### src/rtl/multicycle_controller_if.sv
// ---------------------------------------------------------------------------
// multicycle_controller_if
// Bundle between the multicycle MIPS control unit and its datapath.
//   Datapath -> control : op, funct (instruction register fields), zero (ALU)
//   Control -> datapath : PC/IR/regfile/memory enables, mux selects,
//                         ALU operation, illegal pulse, debug state
// Modports:
//   master : the controller (drives all enables and selects)
//   slave  : the datapath (drives op, funct, zero)
// ---------------------------------------------------------------------------
`timescale 1ns/1ps

interface multicycle_controller_if;
    logic [5:0] op;
    logic [5:0] funct;
    logic       zero;

    logic       pcen;
    logic       memwrite;
    logic       irwrite;
    logic       regwrite;
    logic       alusrca;
    logic [1:0] alusrcb;
    logic       iord;
    logic       memtoreg;
    logic       regdst;
    logic [1:0] pcsrc;
    logic [2:0] alucontrol;
    logic       illegal;
    logic [3:0] state;

    modport master (
        input  op, funct, zero,
        output pcen, memwrite, irwrite, regwrite, alusrca, alusrcb, iord,
               memtoreg, regdst, pcsrc, alucontrol, illegal, state
    );

    modport slave (
        output op, funct, zero,
        input  pcen, memwrite, irwrite, regwrite, alusrca, alusrcb, iord,
               memtoreg, regdst, pcsrc, alucontrol, illegal, state
    );
endinterface

### src/rtl/multicycle_controller.sv
// ---------------------------------------------------------------------------
// multicycle_controller
// Moore control FSM plus ALU decoder for the multicycle MIPS datapath
// (shared instruction/data memory, single ALU). Supports lw, sw, R-type
// (add, sub, and, or, slt), beq, addi and j; anything else pulses illegal
// in DECODE and returns to FETCH.
// Ports:
//   clk    : system clock, rising edge
//   reset  : asynchronous active-low reset; clears state to FETCH and
//            combinationally blocks every write enable and illegal
//   bus    : multicycle_controller_if.master (op/funct/zero in, controls out)
//
// state | meaning
// ------+---------------------------------------------------------
//   0   | FETCH    : IR <- mem[PC], PC <- PC + 4
//   1   | DECODE   : ALUOut <- PC + (imm << 2) (branch target), dispatch
//   2   | MEMADR   : ALUOut <- A + sign-extended imm
//   3   | MEMREAD  : read mem[ALUOut]
//   4   | MEMWB    : rt <- memory data
//   5   | MEMWRITE : mem[ALUOut] <- B
//   6   | EXECUTE  : ALUOut <- A op B
//   7   | ALUWB    : rd <- ALUOut
//   8   | BRANCH   : PC <- ALUOut when A == B
//   9   | ADDIEX   : ALUOut <- A + sign-extended imm
//  10   | ADDIWB   : rt <- ALUOut
//  11   | JUMP     : PC <- jump target
// 12-15 | unused   : no enables, return to FETCH
// ---------------------------------------------------------------------------
`timescale 1ns/1ps

module multicycle_controller #(
    parameter logic [5:0] OP_RTYPE = 6'b000000,
    parameter logic [5:0] OP_LW    = 6'b100011,
    parameter logic [5:0] OP_SW    = 6'b101011,
    parameter logic [5:0] OP_BEQ   = 6'b000100,
    parameter logic [5:0] OP_ADDI  = 6'b001000,
    parameter logic [5:0] OP_J     = 6'b000010
) (
    input  logic                      clk,
    input  logic                      reset,
    multicycle_controller_if.master   bus
);

    localparam logic [3:0] S_FETCH    = 4'd0;
    localparam logic [3:0] S_DECODE   = 4'd1;
    localparam logic [3:0] S_MEMADR   = 4'd2;
    localparam logic [3:0] S_MEMREAD  = 4'd3;
    localparam logic [3:0] S_MEMWB    = 4'd4;
    localparam logic [3:0] S_MEMWRITE = 4'd5;
    localparam logic [3:0] S_EXECUTE  = 4'd6;
    localparam logic [3:0] S_ALUWB    = 4'd7;
    localparam logic [3:0] S_BRANCH   = 4'd8;
    localparam logic [3:0] S_ADDIEX   = 4'd9;
    localparam logic [3:0] S_ADDIWB   = 4'd10;
    localparam logic [3:0] S_JUMP     = 4'd11;

    localparam logic [5:0] F_ADD = 6'b100000;
    localparam logic [5:0] F_SUB = 6'b100010;
    localparam logic [5:0] F_AND = 6'b100100;
    localparam logic [5:0] F_OR  = 6'b100101;
    localparam logic [5:0] F_SLT = 6'b101010;

    logic [3:0] state_q, state_d;

    logic       funct_ok;
    logic       op_ok;
    logic       pcwrite;
    logic       branch;
    logic       irwrite_raw;
    logic       regwrite_raw;
    logic       memwrite_raw;
    logic       illegal_raw;
    logic [1:0] aluop;
    logic       alusrca;
    logic [1:0] alusrcb;
    logic       iord;
    logic       memtoreg;
    logic       regdst;
    logic [1:0] pcsrc;
    logic [2:0] alucontrol;

    always_ff @(posedge clk or negedge reset) begin
        if (!reset) begin
            state_q <= S_FETCH;
        end else begin
            state_q <= state_d;
        end
    end

    always_comb begin
        funct_ok = 1'b0;
        case (bus.funct)
            F_ADD, F_SUB, F_AND, F_OR, F_SLT: funct_ok = 1'b1;
            default:                          funct_ok = 1'b0;
        endcase
    end

    // An R-type with an unknown funct is rejected at DECODE just like an
    // unknown opcode, so EXECUTE never sees an unsupported operation.
    always_comb begin
        op_ok = 1'b0;
        case (bus.op)
            OP_LW, OP_SW, OP_BEQ, OP_ADDI, OP_J: op_ok = 1'b1;
            OP_RTYPE:                            op_ok = funct_ok;
            default:                             op_ok = 1'b0;
        endcase
    end

    always_comb begin
        state_d = S_FETCH;
        case (state_q)
            S_FETCH:   state_d = S_DECODE;
            S_DECODE: begin
                case (bus.op)
                    OP_LW, OP_SW: state_d = S_MEMADR;
                    OP_RTYPE:     state_d = funct_ok ? S_EXECUTE : S_FETCH;
                    OP_BEQ:       state_d = S_BRANCH;
                    OP_ADDI:      state_d = S_ADDIEX;
                    OP_J:         state_d = S_JUMP;
                    default:      state_d = S_FETCH;
                endcase
            end
            S_MEMADR: begin
                if (bus.op == OP_LW) begin
                    state_d = S_MEMREAD;
                end else if (bus.op == OP_SW) begin
                    state_d = S_MEMWRITE;
                end else begin
                    state_d = S_FETCH;
                end
            end
            S_MEMREAD: state_d = S_MEMWB;
            S_EXECUTE: state_d = S_ALUWB;
            S_ADDIEX:  state_d = S_ADDIWB;
            default:   state_d = S_FETCH;
        endcase
    end

    always_comb begin
        pcwrite      = 1'b0;
        branch       = 1'b0;
        irwrite_raw  = 1'b0;
        regwrite_raw = 1'b0;
        memwrite_raw = 1'b0;
        illegal_raw  = 1'b0;
        aluop        = 2'b00;
        alusrca      = 1'b0;
        alusrcb      = 2'b00;
        iord         = 1'b0;
        memtoreg     = 1'b0;
        regdst       = 1'b0;
        pcsrc        = 2'b00;
        case (state_q)
            S_FETCH: begin
                alusrcb     = 2'b01;
                irwrite_raw = 1'b1;
                pcwrite     = 1'b1;
            end
            S_DECODE: begin
                alusrcb     = 2'b11;
                illegal_raw = ~op_ok;
            end
            S_MEMADR: begin
                alusrca = 1'b1;
                alusrcb = 2'b10;
            end
            S_MEMREAD: begin
                iord = 1'b1;
            end
            S_MEMWB: begin
                memtoreg     = 1'b1;
                regwrite_raw = 1'b1;
            end
            S_MEMWRITE: begin
                iord         = 1'b1;
                memwrite_raw = 1'b1;
            end
            S_EXECUTE: begin
                alusrca = 1'b1;
                aluop   = 2'b10;
            end
            S_ALUWB: begin
                regdst       = 1'b1;
                regwrite_raw = 1'b1;
            end
            S_BRANCH: begin
                alusrca = 1'b1;
                aluop   = 2'b01;
                pcsrc   = 2'b01;
                branch  = 1'b1;
            end
            S_ADDIEX: begin
                alusrca = 1'b1;
                alusrcb = 2'b10;
            end
            S_ADDIWB: begin
                regwrite_raw = 1'b1;
            end
            S_JUMP: begin
                pcsrc   = 2'b10;
                pcwrite = 1'b1;
            end
            default: begin
            end
        endcase
    end

    always_comb begin
        alucontrol = 3'b010;
        case (aluop)
            2'b01: alucontrol = 3'b110;
            2'b10: begin
                case (bus.funct)
                    F_ADD:   alucontrol = 3'b010;
                    F_SUB:   alucontrol = 3'b110;
                    F_AND:   alucontrol = 3'b000;
                    F_OR:    alucontrol = 3'b001;
                    F_SLT:   alucontrol = 3'b111;
                    default: alucontrol = 3'b010;
                endcase
            end
            default: alucontrol = 3'b010;
        endcase
    end

    // Enables are gated by reset itself so a mid-instruction reset cannot
    // leave a partial register or memory write in flight.
    assign bus.pcen       = reset & (pcwrite | (branch & bus.zero));
    assign bus.irwrite    = reset & irwrite_raw;
    assign bus.regwrite   = reset & regwrite_raw;
    assign bus.memwrite   = reset & memwrite_raw;
    assign bus.illegal    = reset & illegal_raw;
    assign bus.alusrca    = alusrca;
    assign bus.alusrcb    = alusrcb;
    assign bus.iord       = iord;
    assign bus.memtoreg   = memtoreg;
    assign bus.regdst     = regdst;
    assign bus.pcsrc      = pcsrc;
    assign bus.alucontrol = alucontrol;
    assign bus.state      = state_q;

endmodule

### src/flat_wrapper.sv
// flat-port wrapper written by rule: the top's interface ports become plain ports
module multicycle_controller_flat 
#(
    parameter logic [5:0] OP_RTYPE = 6'b000000,
    parameter logic [5:0] OP_LW    = 6'b100011,
    parameter logic [5:0] OP_SW    = 6'b101011,
    parameter logic [5:0] OP_BEQ   = 6'b000100,
    parameter logic [5:0] OP_ADDI  = 6'b001000,
    parameter logic [5:0] OP_J     = 6'b000010
)
  (clk, reset, bus_op, bus_funct, bus_zero, bus_pcen, bus_memwrite, bus_irwrite, bus_regwrite, bus_alusrca, bus_alusrcb, bus_iord, bus_memtoreg, bus_regdst, bus_pcsrc, bus_alucontrol, bus_illegal, bus_state);
  multicycle_controller_if bus_i ();
  input  logic clk;
  input  logic reset;
  input wire logic [$bits(bus_i.op)-1:0] bus_op;
  input wire logic [$bits(bus_i.funct)-1:0] bus_funct;
  input wire logic [$bits(bus_i.zero)-1:0] bus_zero;
  output wire logic [$bits(bus_i.pcen)-1:0] bus_pcen;
  output wire logic [$bits(bus_i.memwrite)-1:0] bus_memwrite;
  output wire logic [$bits(bus_i.irwrite)-1:0] bus_irwrite;
  output wire logic [$bits(bus_i.regwrite)-1:0] bus_regwrite;
  output wire logic [$bits(bus_i.alusrca)-1:0] bus_alusrca;
  output wire logic [$bits(bus_i.alusrcb)-1:0] bus_alusrcb;
  output wire logic [$bits(bus_i.iord)-1:0] bus_iord;
  output wire logic [$bits(bus_i.memtoreg)-1:0] bus_memtoreg;
  output wire logic [$bits(bus_i.regdst)-1:0] bus_regdst;
  output wire logic [$bits(bus_i.pcsrc)-1:0] bus_pcsrc;
  output wire logic [$bits(bus_i.alucontrol)-1:0] bus_alucontrol;
  output wire logic [$bits(bus_i.illegal)-1:0] bus_illegal;
  output wire logic [$bits(bus_i.state)-1:0] bus_state;
  assign bus_i.op = bus_op;
  assign bus_i.funct = bus_funct;
  assign bus_i.zero = bus_zero;
  assign bus_pcen = bus_i.pcen;
  assign bus_memwrite = bus_i.memwrite;
  assign bus_irwrite = bus_i.irwrite;
  assign bus_regwrite = bus_i.regwrite;
  assign bus_alusrca = bus_i.alusrca;
  assign bus_alusrcb = bus_i.alusrcb;
  assign bus_iord = bus_i.iord;
  assign bus_memtoreg = bus_i.memtoreg;
  assign bus_regdst = bus_i.regdst;
  assign bus_pcsrc = bus_i.pcsrc;
  assign bus_alucontrol = bus_i.alucontrol;
  assign bus_illegal = bus_i.illegal;
  assign bus_state = bus_i.state;
  multicycle_controller #(.OP_RTYPE(OP_RTYPE), .OP_LW(OP_LW), .OP_SW(OP_SW), .OP_BEQ(OP_BEQ), .OP_ADDI(OP_ADDI), .OP_J(OP_J)) u_core (.clk(clk), .reset(reset), .bus(bus_i));
endmodule
### config.mk
export PLATFORM = sky130hd
export DESIGN_NAME = multicycle_controller_flat
export DESIGN_NICKNAME = d
export VERILOG_FILES = /design/src/rtl/multicycle_controller_if.sv /design/src/rtl/multicycle_controller.sv /design/src/flat_wrapper.sv
export SDC_FILE = /design/constraint.sdc
export NUM_CORES = 1
export LEC_CHECK = 0
export BUFFER_PORTS_ARGS = -buffer_cell sky130_fd_sc_hd__buf_4
export CORE_MARGIN = 3
export CORE_UTILIZATION = 40
export CTS_BUF_LIST = sky130_fd_sc_hd__clkbuf_8
export DETAILED_ROUTE_END_ITERATION = 12
export PLACE_DENSITY = 0.74
export SYNTH_ARGS = -nofsm -noshare
export SYNTH_HDL_FRONTEND = slang
export SYNTH_SLANG_ARGS = --single-unit
### constraint.sdc
create_clock -name clk -period 1.8 [get_ports clk]
set_input_delay 0.09 -clock clk [delete_from_list [all_inputs] [get_ports clk]]
set_output_delay 0.09 -clock clk [all_outputs]
set_load 0.03 [all_outputs]
==> results_dict.tcl <==
set metrics [dict create \
    status "finished, violations left" \
    violations "negative setup slack" \
    core_area_sq_mm 0.00135 \
    grt_overflow 0 \
    largest_register_ff_count 4 \
    avgViaCountPerCell 5.88 \
    initial_core_util_pct 44.7 \
    syn_area_per_cell_sq_um 7.10 \
    synthTopCellsByCount "nand2_1, nor2_1, nor3_1" \
    setup_viol 1 \
    yosys.area_share.simple_pct 42.9 \
    die_h_microns 44.8 \
    synth_enable_flop_cells 0 \
    synth_area_sq_um 603 \
    worstSetupEndpoint "bus_alucontrol[1]" \
    yosysUniqueCellTypes 35 \
    synth_compound_area_share_pct 23.4 \
    hold_path.class "input pin to async pin" \
    synth_seq_cells 4 \
    grt_pass1_wl_mm 3.49 \
    path_class "register to output port" \
    seq_area_frac_synth_pct 16.6 \
    swShare_pct 46.8 \
    slew_violations 0 \
    max_cap_viol_count 0 \
    period_share_pct 104 \
    tightest_slew_ns 0.433 \
    io_pins 35 \
    fin_ws_ns -0.0668 \
    whs_ns 0.222 \
    antenna_found_initial 0 \
    cts.clk_slew.worst_paths_ns 0.04 \
    irDropWorstVdd_mv 0.550 \
    grt_max_degree 16 \
    finalNonFillerCells 146 \
    postLayoutCoreUtil_pct 81.0 \
    worstSetupEndpointType "output port" \
    synthArstFlopShare_pct 100 \
    reg2reg_setup_slack_ns 0.30 \
    synthFlopType "dfrtp_1" \
    clockBufferDepth 2 \
    period_needed_ns 1.87 \
    synth_top_area_cell "dfrtp_1" \
    reg2reg_depth 7 \
    root_buffer "clkbuf_8" \
    clkLatencyLatePin_ns 0.22 \
    drive_above_1_share_pct 53.4 \
    grt_pass1_vias 863 \
    rsz0062_at_grt "true" \
    setup.worst_path.start "u_core.bus.state[2]" \
    synth_xor_area_share_pct 2.90 \
    fp.dieArea_sq_mm 0.00201 \
    place_congestion 0.785 \
    synth_nets 102 \
    synthTopCellsByArea "dfrtp_1, nor3_1, nor2b_1, o21ai_0, a2111oi_2" \
    final_antenna_net_count 0 \
    reg2reg_from "u_core.bus.state[2]" \
    final_hold_viol_count 0 \
    dpl.hpwl_mm 1.48 \
    wl_mm 2.14 \
    p_clk_share_pct 21.0 \
    num_rows 13 \
    grt_usage_pct 23.4 \
    switching_power_uw 441 \
    synth_top_family_by_area "simple AND/OR/NAND/NOR gates" \
    synthCells 85 \
    power-per-cell-area_mw_per_mm2 861 \
    route.detailed.drc 0 \
    synth_top_area_share_pct 16.6 \
    numCtsBuffers 3 \
    cts_sinks 4 \
    htreeDepth 1 \
    p_comb_share_pct 64.8 \
    fmax_mhz 536 \
    cp.required_ns 1.71 \
    crit_fanout 3 \
    clock_skew_ns 0.00570 \
    crit_arrival_ns 1.78 \
    synth_fa_ha_area_share_pct 5.81 \
    drt_pass1_iterations 4 \
    dp_cells 138 \
    synth_most_common_cell "nand2_1" \
    ys_warn_count 0 \
    routedWlPerCell_microns 14.6 \
    timing.rr.end "u_core.bus.state[1]" \
    cp-start-kind "register" \
    drt_iter0_drc 23 \
    seq_power_share_pct 14.1 \
    fin_nets 149 \
    internal-power_uw 501 \
    diodes 0 \
    port_buffers 34 \
    slew_headroom_pct 70.8 \
    area_growth_pct 81.3 \
    cts_tree "built" \
    muxShareOfSynthArea_pct 2.49 \
    routed-via-count 859 \
    die_w_microns 44.8 \
    p_leak_uw 0.000485 \
]
-- final cells by class --
cell class	count	area, sq um
Clock inverter	1	3.75
Tap cell	15	18.8
Sequential cell	4	104
Timing Repair Buffer	46	363
Inverter	4	15.0
Multi-Input combinational cell	73	548
Fill cell	96	256
Clock buffer	3	41.3
-- per-stage QoR --
stage / setup TNS (ns) / setup slack (ns) / power (uW) / area [sq um]
final: -0.0668 / -0.0668 / 942 / 1090
after global routing: -0.185 / -0.108 / 996 / 1090
after CTS: -0.145 / -0.0964 / 930 / 1070
after detailed placement: 0 / 0.0126 / 707 / 955
after global placement: 0 / 0.0366 / 705 / 955
after floorplan: -0.0570 / -0.0265 / 514 / 652
-- per-layer routing --
| metal | GRT usage (%) | vias up | wire [microns] |
|---|---|---|---|
| li1 | - | 406 | - |
| met1 | 23.9 | 397 | 743 |
| met2 | 43.6 | 51 | 1150 |
| met3 | 5.18 | 5 | 213 |
| met4 | 12.9 | 0 | 32 |
| met5 | 0 | - | 0 |
-- power groups by stage --
stage	Combinational [uW]	Clock, uW	Sequential (uW)
2_1_floorplan	337	0	177
3_5_place_dp	581	0	126
5_1_grt	652	207	138
3_3_place_gp	581	0	125
4_1_cts	604	199	127
6_report	611	198	133
-- cells in the final DEF, fill, tap and decap left out, types with 2 or more instances in the layout --
cell,count
nand3b_1,2
nor4_1,2
nand2_1,7
a21oi_1,3
nor2_2,2
clkbuf_8,3
or3_1,2
nor2_1,4
nand3_1,3
and3_1,2
nand2b_1,2
nor3b_1,3
o21ai_0,6
buf_6,4
ha_4,2
dfrtp_2,3
a2111oi_2,2
inv_1,4
buf_4,41
nor2b_1,4
nor3_1,6
-- worst min-delay path by stage --
stage | from | endpoint | cells past startpoint
3_5_place_dp | reset | u_core.bus.state[3] | 1
3_3_place_gp | reset | u_core.bus.state[3] | 1
5_1_grt | reset | u_core.bus.state[0] | 2
6_report | reset | u_core.bus.state[0] | 2
4_1_cts | reset | u_core.bus.state[2] | 2
2_1_floorplan | reset | u_core.bus.state[0] | 0
-- worst max-delay path, stage by stage (launching register included) --
cell and delay [ns]:
dfrtp_2 0.39, nand2b_4 0.14, or3_4 0.39, ha_4 0.18, a211o_4 0.31, buf_6 0.14
-- logic make-up (layout without fill, tap and decap cells) --
kind of cell / Yosys count / after routing
compound gates: 19 / 19
mux: 1 / 1
buf+inv: 8 / 54
fa+ha+maj: 3 / 3
simple gates: 48 / 48
flops: 4 / 4
xor+xnor: 2 / 2
-- repair_timing --
item,CTS,global route
setup endpoints to repair,2,4
endpoints found under the hold margin,4,0
pin swaps,3,3
gates resized for setup,7,5
setup buffers,2,1
hold buffers,1,0
gates cloned,0,0
(Power assumes the default switching activity.)
